===== config.mk =====
export PLATFORM = sky130hd
export DESIGN_NAME = ps2_kbd_rx
export DESIGN_NICKNAME = d
export VERILOG_FILES = /design/src/rtl/ps2_pkg.sv /design/src/rtl/ps2_evt_fifo.sv /design/src/rtl/ps2_kbd_rx.sv
export SDC_FILE = /design/constraint.sdc
export NUM_CORES = 1
export LEC_CHECK = 0
export BUFFER_PORTS_ARGS = -buffer_cell sky130_fd_sc_hd__buf_2
export CORE_MARGIN = 8
export CORE_UTILIZATION = 45
export DETAILED_ROUTE_END_ITERATION = 12
export HOLD_SLACK_MARGIN = 0.15
export PLACE_DENSITY = 0.63
export SYNTH_ARGS = -nofsm -noshare
export SYNTH_HDL_FRONTEND = slang
export SYNTH_SLANG_ARGS = --single-unit

===== constraint.sdc =====
create_clock -name clk -period 4 [get_ports clk]
set_input_delay 0.2 -clock clk [delete_from_list [all_inputs] [get_ports clk]]
set_output_delay 0.2 -clock clk [all_outputs]
set_load 0.1 [all_outputs]

===== src/rtl/ps2_pkg.sv =====
// Shared types and scan-code constants for the PS/2 keyboard receiver.
package ps2_pkg;

  localparam logic [7:0] CODE_EXT    = 8'hE0;
  localparam logic [7:0] CODE_BRK    = 8'hF0;
  localparam logic [7:0] CODE_LSHIFT = 8'h12;
  localparam logic [7:0] CODE_RSHIFT = 8'h59;
  localparam logic [7:0] CODE_CTRL   = 8'h14;
  localparam logic [7:0] CODE_ALT    = 8'h11;

  typedef struct packed {
    logic       ext;
    logic       brk;
    logic [7:0] code;
  } ps2_evt_t;

  typedef enum logic [1:0] {
    PFX_IDLE    = 2'd0,
    PFX_EXT     = 2'd1,
    PFX_BRK     = 2'd2,
    PFX_EXT_BRK = 2'd3
  } ps2_pfx_e;

  // Odd parity holds when data plus parity carry an odd number of ones.
  function automatic logic odd_parity_ok(input logic [7:0] data, input logic par);
    return ^{data, par};
  endfunction

endpackage


===== src/rtl/ps2_evt_fifo.sv =====
// First-word-fall-through event FIFO; pointers carry one extra wrap bit.
module ps2_evt_fifo import ps2_pkg::*; #(
  parameter int DEPTH = 8,
  parameter int WIDTH = $bits(ps2_evt_t)
) (
  input  logic             clk,
  input  logic             resetn,
  input  logic             wr_en,
  input  logic [WIDTH-1:0] wr_data,
  input  logic             rd_en,
  output logic [WIDTH-1:0] rd_data,
  output logic             valid,
  output logic             full
);

  localparam int AW = $clog2(DEPTH);

  logic [WIDTH-1:0] mem_r [DEPTH];
  logic [AW:0]      wr_ptr_r, rd_ptr_r, wr_nxt_s, rd_nxt_s;
  logic             valid_r, do_pop_s, do_push_s;

  assign full = (wr_ptr_r[AW] != rd_ptr_r[AW]) && (wr_ptr_r[AW-1:0] == rd_ptr_r[AW-1:0]);

  // A pop while empty is ignored; a pop frees room for a push while full.
  always_comb begin
    do_pop_s  = rd_en & valid_r;
    do_push_s = wr_en & (~full | do_pop_s);
    if (do_push_s) wr_nxt_s = wr_ptr_r + 1'b1;
    else           wr_nxt_s = wr_ptr_r;
    if (do_pop_s)  rd_nxt_s = rd_ptr_r + 1'b1;
    else           rd_nxt_s = rd_ptr_r;
  end

  always_ff @(posedge clk or negedge resetn) begin
    if (!resetn) begin
      wr_ptr_r <= {(AW+1){1'b0}};
      rd_ptr_r <= {(AW+1){1'b0}};
      valid_r  <= 1'b0;
    end else begin
      wr_ptr_r <= wr_nxt_s;
      rd_ptr_r <= rd_nxt_s;
      valid_r  <= (wr_nxt_s != rd_nxt_s);
    end
  end

  always_ff @(posedge clk) begin
    if (do_push_s) mem_r[wr_ptr_r[AW-1:0]] <= wr_data;
  end

  assign rd_data = valid_r ? mem_r[rd_ptr_r[AW-1:0]] : {WIDTH{1'b0}};
  assign valid   = valid_r;

endmodule


===== src/rtl/ps2_kbd_rx.sv =====
// PS/2 keyboard receiver: frame decode, E0/F0 prefix tracking, modifiers, event FIFO.
// Define PS2_RX_TIMEOUT_EN to add a watchdog that aborts stalled partial frames.
module ps2_kbd_rx import ps2_pkg::*; #(
  parameter int FIFO_DEPTH  = 8,
  parameter int TIMEOUT_CYC = 50000
) (
  input  logic        clk,
  input  logic        resetn,
  input  logic        ps2_clk,
  input  logic        ps2_data,
  input  logic        rd_en,
  output logic        evt_valid,
  output logic [7:0]  evt_code,
  output logic        evt_ext,
  output logic        evt_brk,
  output logic        shift,
  output logic        ctrl,
  output logic        alt,
  output logic        overflow,
  output logic        frame_err,
  output logic [15:0] evt_count
);

  logic [2:0]  clk_sync_r;
  logic [1:0]  data_sync_r;
  logic [3:0]  bit_cnt_r;
  logic [9:0]  shreg_r;
  ps2_pfx_e    pfx_r, pfx_nxt_s;
  ps2_evt_t    evt_s, head_s;
  logic        fall_s, frame_done_s, frame_ok_s, abort_s, evt_gen_s, drop_s;
  logic        fifo_full_s, fifo_valid_s;
  logic        shift_r, ctrl_r, alt_r, overflow_r, frame_err_r;
  logic [15:0] evt_count_r;

  always_ff @(posedge clk or negedge resetn) begin
    if (!resetn) begin
      clk_sync_r  <= 3'b111;
      data_sync_r <= 2'b11;
    end else begin
      clk_sync_r  <= {clk_sync_r[1:0], ps2_clk};
      data_sync_r <= {data_sync_r[0], ps2_data};
    end
  end

  assign fall_s       = clk_sync_r[2] & ~clk_sync_r[1];
  assign frame_done_s = fall_s && (bit_cnt_r == 4'd10);
  // shreg_r holds start in bit 0, data in 8:1 and parity in bit 9; stop is the live sample.
  assign frame_ok_s   = frame_done_s & ~shreg_r[0] & data_sync_r[1] &
                        odd_parity_ok(shreg_r[8:1], shreg_r[9]);

`ifdef PS2_RX_TIMEOUT_EN
  localparam int              WDW     = $clog2(TIMEOUT_CYC + 1);
  localparam logic [WDW-1:0]  WD_LAST = WDW'(TIMEOUT_CYC - 1);
  logic [WDW-1:0] wd_r;

  always_ff @(posedge clk or negedge resetn) begin
    if (!resetn)                                       wd_r <= {WDW{1'b0}};
    else if (fall_s || abort_s || bit_cnt_r == 4'd0)   wd_r <= {WDW{1'b0}};
    else                                               wd_r <= wd_r + 1'b1;
  end

  assign abort_s = (bit_cnt_r != 4'd0) && !fall_s && (wd_r == WD_LAST);
`else
  assign abort_s = 1'b0;
`endif

  always_ff @(posedge clk or negedge resetn) begin
    if (!resetn) begin
      bit_cnt_r <= 4'd0;
      shreg_r   <= 10'd0;
    end else if (abort_s) begin
      bit_cnt_r <= 4'd0;
    end else if (fall_s) begin
      if (bit_cnt_r == 4'd10) begin
        bit_cnt_r <= 4'd0;
      end else begin
        bit_cnt_r <= bit_cnt_r + 4'd1;
        shreg_r   <= {data_sync_r[1], shreg_r[9:1]};
      end
    end
  end

  always_comb begin
    pfx_nxt_s  = pfx_r;
    evt_gen_s  = 1'b0;
    evt_s.ext  = (pfx_r == PFX_EXT) || (pfx_r == PFX_EXT_BRK);
    evt_s.brk  = (pfx_r == PFX_BRK) || (pfx_r == PFX_EXT_BRK);
    evt_s.code = shreg_r[8:1];
    if (abort_s || (frame_done_s && !frame_ok_s)) begin
      pfx_nxt_s = PFX_IDLE;
    end else if (frame_ok_s) begin
      if (evt_s.code == CODE_EXT) begin
        case (pfx_r)
          PFX_IDLE: pfx_nxt_s = PFX_EXT;
          PFX_BRK:  pfx_nxt_s = PFX_EXT_BRK;
          default:  pfx_nxt_s = pfx_r;
        endcase
      end else if (evt_s.code == CODE_BRK) begin
        case (pfx_r)
          PFX_IDLE: pfx_nxt_s = PFX_BRK;
          PFX_EXT:  pfx_nxt_s = PFX_EXT_BRK;
          default:  pfx_nxt_s = pfx_r;
        endcase
      end else begin
        evt_gen_s = 1'b1;
        pfx_nxt_s = PFX_IDLE;
      end
    end else begin
      pfx_nxt_s = pfx_r;
    end
  end

  assign drop_s = evt_gen_s & fifo_full_s & ~(rd_en & fifo_valid_s);

  // Modifiers track every decoded event, even one the FIFO has to drop.
  always_ff @(posedge clk or negedge resetn) begin
    if (!resetn) begin
      pfx_r       <= PFX_IDLE;
      frame_err_r <= 1'b0;
      overflow_r  <= 1'b0;
      evt_count_r <= 16'd0;
      shift_r     <= 1'b0;
      ctrl_r      <= 1'b0;
      alt_r       <= 1'b0;
    end else begin
      pfx_r       <= pfx_nxt_s;
      frame_err_r <= abort_s | (frame_done_s & ~frame_ok_s);
      if (drop_s) overflow_r <= 1'b1;
      if (evt_gen_s && !drop_s) evt_count_r <= evt_count_r + 16'd1;
      if (evt_gen_s) begin
        if (!evt_s.ext && (evt_s.code == CODE_LSHIFT || evt_s.code == CODE_RSHIFT))
          shift_r <= ~evt_s.brk;
        if (evt_s.code == CODE_CTRL) ctrl_r <= ~evt_s.brk;
        if (evt_s.code == CODE_ALT)  alt_r  <= ~evt_s.brk;
      end
    end
  end

  ps2_evt_fifo #(
    .DEPTH (FIFO_DEPTH),
    .WIDTH ($bits(ps2_evt_t))
  ) u_fifo (
    .clk     (clk),
    .resetn  (resetn),
    .wr_en   (evt_gen_s),
    .wr_data (evt_s),
    .rd_en   (rd_en),
    .rd_data (head_s),
    .valid   (fifo_valid_s),
    .full    (fifo_full_s)
  );

  assign evt_valid = fifo_valid_s;
  assign evt_code  = head_s.code;
  assign evt_ext   = head_s.ext;
  assign evt_brk   = head_s.brk;
  assign shift     = shift_r;
  assign ctrl      = ctrl_r;
  assign alt       = alt_r;
  assign overflow  = overflow_r;
  assign frame_err = frame_err_r;
  assign evt_count = evt_count_r;

endmodule


Word level (Yosys, flattened, before mapping)
Memory sizes are Yosys's and may differ from the RTL's. Cells that the tools add are included.

Latch bits: 0. RAM bits: 80. Memories: 1. Bits in registers: 51. Input bits: 5. Bits in read-only memories: 0. Output and inout port bits: 32.

Memories: u_fifo.mem_r (words 8, bits a word 10, read ports 1, clocked after Yosys merged registers in 0, wr ports 1, line ps2_evt_fifo.sv:18) `logic [WIDTH-1:0] mem_r [DEPTH];`.

Mux-type cells: 16. $lt $le $gt $ge: 0. $add $sub $neg: 4. Bitwise logic cells: 17. Reduce and logical (&&, ||, !) cells: 19. $mul: 0. Shift-type cells: 0. Div/mod/pow operators: 0. Equality and inequality tests: 15.

Operator list (count): equality test 8 x 5 -> 1 bit, second input constant (3); adder 16 x 1 -> 16 bit, second input constant (1); equality test 8 bit, second input constant (2); adder 4 x 1 -> 4 bit, second input constant (3); 2-to-1 mux 4 bit (3); 2-to-1 mux 10 bit (1); bitwise AND 1 bit (9); XOR reduction 9 bit (1); equality test 8 x 7 -> 1 bit, second input constant (1); 2-to-1 mux 2 bit (4); one-hot mux 2 bit (2 select lines) (2); AND reduction 2 bit (4); inverter 1 bit (7); 2-to-1 mux 1 bit (6); logical AND 1 bit (5); inequality test 5 x 4 -> 1 bit, second input constant (1); equality test 2 bit, second input constant (2); equality test 4 bit, second input constant (1); inequality test 4 x 3 -> 1 bit, second input constant (1); inequality test 4 bit (1); equality test 3 bit (1); zero test 1 bit (3); logical OR 1 bit (3); AND reduction 3 bit (1); 5 further kinds (5).

Longest topological paths before layout
Depth after elaboration: 13. Mapped depth: 9.

Hierarchy
A second synthesis with hierarchy kept.

Cells, all modules: 353. Area, all modules: 5689.2 µm².

Modules (own cells, without submodules): ps2_evt_fifo (sequential area each 2627.5 µm², cells an instance 188, area an instance 3702.3 µm², times used 1); ps2_kbd_rx (sequential area each 1057.3 µm², cells an instance 165, area an instance 1986.9 µm², times used 1).

Least setup slack after synthesis
OpenSTA, ideal clock, no wires.

Path kind: register to register. From: register u_fifo.valid_r (netlist: u_fifo.valid). To: memory u_fifo.mem_r[2][0] in the netlist's numbering, enable pin. Library setup time: 408 ps. Period minus slack after synthesis: 3525 ps. Setup slack: 475 ps. Data required time: 3592 ps. Data arrival time: 3117 ps. Stages on the path, launching flop included: 7. Cell sequence: dfrtp_1 and2_1 clkbuf_1 nor4_1 or3_1 clkbuf_1 nor4b_1.

Longest elaborated chain between the ends: 5.

RTL lines: start, declared (line ps2_evt_fifo.sv:20) `logic valid_r, do_pop_s, do_push_s;`; start signal, assigned (line ps2_evt_fifo.sv:42) `valid_r <= (wr_nxt_s != rd_nxt_s);`; bitwise AND 1 bit (line ps2_evt_fifo.sv:26) `do_pop_s = rd_en & valid_r;`; OR 1 bit (line ps2_evt_fifo.sv:27) `do_push_s = wr_en & (~full | do_pop_s);`; bitwise AND 1 bit (line ps2_evt_fifo.sv:27); 2-to-1 mux 1 bit (line ps2_evt_fifo.sv:47) `if (do_push_s) mem_r[wr_ptr_r[AW-1:0]] <= wr_data;`; 2-to-1 mux 1 bit (implied by the code) (line ps2_evt_fifo.sv:47); end, declared (line ps2_evt_fifo.sv:18).

Every way passes these cells.

Worst setup path after layout
From: register shreg_r[3]. To: register evt_count_r[15] (netlist: evt_count[15]).

Longest elaborated chain between the ends: 9.

RTL lines: start, declared (line ps2_kbd_rx.sv:27) `logic [9:0] shreg_r;`; start signal, assigned (line ps2_kbd_rx.sv:78) `shreg_r <= {data_sync_r[1], shreg_r[9:1]};`; equality test 8 bit or XOR reduction 9 bit (tied branches) (line ps2_kbd_rx.sv:98, ps2_pkg.sv:26); 2-to-1 mux 1 bit or bitwise AND 1 bit (tied branches) (line ps2_kbd_rx.sv:98, ps2_kbd_rx.sv:48); 2-to-1 mux 1 bit or zero test 1 bit (tied branches) (line ps2_kbd_rx.sv:92, ps2_kbd_rx.sv:89); 2-to-1 mux 1 bit or logical AND 1 bit (tied branches) (line ps2_kbd_rx.sv:91, ps2_kbd_rx.sv:89); 2-to-1 mux 1 bit * (line ps2_kbd_rx.sv:89) `if (abort_s || (frame_done_s && !frame_ok_s)) begin`; bitwise AND 1 bit (2 in series) (line ps2_kbd_rx.sv:113) `assign drop_s = evt_gen_s & fifo_full_s & ~(rd_en & fifo_valid_s);`; zero test 1 bit (line ps2_kbd_rx.sv:129) `if (evt_gen_s && !drop_s) evt_count_r <= evt_count_r + 16'd1;`; logical AND 1 bit * (line ps2_kbd_rx.sv:129); end signal, assigned (line ps2_kbd_rx.sv:129); end, declared (line ps2_kbd_rx.sv:33) `logic [15:0] evt_count_r;`.

Every way passes the cells marked *; elsewhere a longest branch is shown, timed or not. A chain may end at the register's enable or synchronous reset.

==> out/qor.csv <==
stage,metric,value,unit
timing,Final period util,0.759,
clock_tree,post_cts resized,0,
placement,GPL Wtd Cong,0.715,
power,Pleak,2.61,nW
placement,placed cell area,6000,µm²
critical_path,critical path type,flip-flop to flip-flop,
power,part of the power in the clock network,0.296,
global_routing,GR Util All Layers,0.141,
yosys,post-synthesis cell type count,39,
routing,DR vias/cell,5.21,
power,Internal Power,3.30,mW
clock_tree,CTS Buffer Depth,2,
global_routing,vias in the first global route,3171,
critical_path,r2r setup slk,0.96,ns
timing,"Slew Viols, Final",0,
clock_tree,CTS buffer count,17,
critical_path,Critical Path RT,4.34,ns
finish,synth-to-layout area growth,19.6,%
routing,TritonRoute pass-1 iters,5,
yosys,synthesized area per cell,15.8,µm²
min_path,Worst Hold End,u_fifo.rd_ptr_r[0],
routing,Starting DRT DRC Count,213,
critical_path,reg2reg path depth,6,
finish,multi-input combinational cell area,1790,µm²
power,register share of total power,0.366,
timing,final hold vios,0,
finish,number of diodes,0,
power,combinational fraction of design power,0.339,
die,Starting Density,0.461,
clock_tree,"Reg clk slew, reported paths",0.06,ns
min_path,Hold WC Path Type,input pin to flip-flop,
die,Core Rows,40,
routing,vias,3057,
min_path,hold_sp,rd_en,
finish,share of cells above drive strength 1,0.305,
timing,FMAX,329,MHz
critical_path,worst reg2reg endpoint,evt_count[15],
timing,worst setup margin,0.963,ns
clock_tree,clock sink total,131,
finish,post-layout util,0.552,
critical_path,CP max FO,15,
routing,Routed WL,10600,µm
clock_tree,TritonCTS clock tree,done,
power,Pwr Density,795,nW/µm²
power,Sw Pwr,1.99,mW
global_routing,first-pass GRT wire length,17100,µm
yosys,register area share after synthesis,0.662,
global_routing,initial antenna violation count,0,
global_routing,largest net degree at the start of global routing,52,
routing,DRC viols,0,
global_routing,total gr overflow,0,
placement,Place WS,0.969,ns
die,die span in x,127,µm
die,die area,16200,µm²
yosys,most used flip-flop cell after synthesis,edfxtp_1,
routing,DR WL/cell,18.0,µm
yosys,#FFs+latches synth,131,
yosys,Post-Syn Area,5560,µm²
routing,ANT nets after route,0,
finish,Fillers,979,
yosys,Mapped Cells,353,
critical_path,arrival time worst endpoint,3.37,ns
timing,setup TNS,0,ns
power,switching share of power,0.376,
timing,Setup Skew,0.00974,ns
die,total core area,12100,µm²
job,max cap viols,0,
critical_path,Critical Path Source Type,flip-flop,
die,Die Span Y,127,µm
clock_tree,CTS Root Cell,clkbuf_16,
timing,RSZ-0062 raised after global routing,no,
timing,min cycle time layout,3.04,ns
finish,sequential cell area,3680,µm²
placement,dpl cells,552,
yosys,Post-Syn Nets,361,
timing,worst hold slack,0.315,ns
yosys,share of async-settable or async-resettable flops after synthesis,0.389,
power,Pwr Total,5.29,mW
clock_tree,CTS H-tree lvls,4,
yosys,"EDFF count, synth",80,
critical_path,FF-to-FF Start,shreg_r[3],
timing,Slew @ Worst Pin,0.925,ns
power,worst vdd ir,0.000404,V
finish,post-route design area,6650,µm²
finish,final cell count without fillers,587,
die,num ports,37,
status,status,"finished, final reports clean",
yosys,Synth warnings,0,
timing,Rel. slew slack,0.381,
clock_tree,Clock Latency Late Sink,0.42,ns
timing,number of setup violations in the final report,0,
placement,DP HPWL,6550,µm
critical_path,CP Capture Type,flip-flop,
min_path,Min-Delay Path Depth,4,
finish,Final Net Count,414,
placement,IO buf count,36,
## per-layer routing
metal  up-vias  GRT usage  wire [µm]
li1       1426          -          -
met1      1552      0.176       4860
met2        65      0.221       5160
met3        14     0.0458        434
met4         0     0.0588        119
met5         -          0          0
## worst max path at each step
stage | start | to | slack [ns] | cells after the start
2_1_floorplan | u_fifo.valid | u_fifo.mem_r[2][0] | 0.48 | 6
3_3_place_gp | shreg_r[3] | evt_count[9] | 1.08 | 6
3_5_place_dp | shreg_r[3] | evt_count[15] | 0.97 | 6
4_1_cts | shreg_r[5] | evt_count[15] | 0.92 | 6
5_1_grt | shreg_r[3] | evt_count[15] | 0.73 | 6
6_report | shreg_r[3] | evt_count[15] | 0.96 | 6
## synthesized netlist by cell type (2+ instances only)
cell | number | area [µm²]
xor2_1 | 19 | 166
nor2_1 | 11 | 41.3
xnor2_1 | 18 | 158
nor2b_1 | 14 | 87.6
nor3b_1 | 3 | 22.5
nand3_1 | 9 | 45.0
nor4b_1 | 6 | 52.6
edfxtp_1 | 80 | 2400
o21ai_0 | 5 | 25.0
xnor3_1 | 2 | 45.0
nand4b_1 | 2 | 17.5
ha_1 | 3 | 37.5
dfstp_2 | 5 | 131
a21oi_1 | 2 | 10.0
buf_1 | 4 | 15.0
nand4_1 | 3 | 18.8
nand2_1 | 22 | 82.6
mux2_2 | 14 | 158
nor3_1 | 8 | 40.0
and3_1 | 2 | 12.5
nor4_1 | 7 | 43.8
clkbuf_1 | 13 | 48.8
dfrtp_1 | 46 | 1150
inv_1 | 6 | 22.5
mux2i_1 | 11 | 110
nor4_2 | 4 | 50.1
nand2b_1 | 3 | 18.8
mux4_2 | 20 | 450
## layout make-up
class,instances,area share
multi-input combinational,197,0.270
clock inverter,5,0.00414
sequential,131,0.554
timing repair buffer,53,0.0474
clock buffer,27,0.0901
tap,168,0.0316
inverter,6,0.00338
## worst max-delay path: stages, from the launching register on
cell	delay [ns]
dfrtp_1	0.60
xor2_1	0.18
xnor3_1	0.42
xnor2_1	0.24
or4b_1	0.89
nor4_1	0.44
xor2_1	0.19
## state kept, by name, indices dropped and copies added (netlist names), 2 cells and up
| name | flops |
|---|---|
| bit_cnt_r | 4 |
| u_fifo.rd_ptr_r | 4 |
| u_fifo.wr_ptr_r | 4 |
| shreg_r | 10 |
| evt_count | 16 |
| u_fifo.mem_r | 80 |
| clk_sync_r | 3 |
| pfx_r | 2 |
| data_sync_r | 2 |
## timing repair
| item | CTS | global route |
|---|---|---|
| hold buffers | 3 | 0 |
| setup buffers | 0 | 0 |
| endpoints found under the hold margin | 48 | 0 |
## power by group through the flow
stage | combinational, mW | clock [mW] | sequential, mW
2_1_floorplan | 1.51 | 0 | 1.91
3_3_place_gp | 1.79 | 0 | 1.94
3_5_place_dp | 1.80 | 0 | 1.96
4_1_cts | 1.82 | 1.59 | 1.93
5_1_grt | 1.92 | 1.65 | 1.97
6_report | 1.79 | 1.57 | 1.93
## placed cells by master, fill, tap and decap left out, types with 5 or more instances in the layout
cell type and count:
nor3_1 8, o21ai_0 5, xor2_1 19, xnor2_1 18, nor2b_1 14, edfxtp_1 80, nand2_1 22, mux2i_1 11
dfrtp_1 46, buf_2 36, mux4_2 20, mux2_2 14, nor2_1 11, nor4_2 5, inv_1 6, clkbuf_16 22
nor4_1 6, dfstp_2 5, nand3_1 9, buf_4 14
## logic make-up (layout without fill, tap and decap cells)
| family | Yosys count | after routing | share of synthesized area |
|---|---|---|---|
| AOI/OAI and AO/OA | 9 | 9 | 0.00877 |
| xor gates and xnor gates | 39 | 39 | 0.0664 |
| adders and majority gates | 3 | 3 | 0.00675 |
| buffers and inverters | 25 | 91 | 0.0184 |
| DFF | 131 | 131 | 0.662 |
| muxes | 45 | 45 | 0.129 |
| and+or+nand+nor | 101 | 101 | 0.108 |
Power figures use the tool's default switching activity.
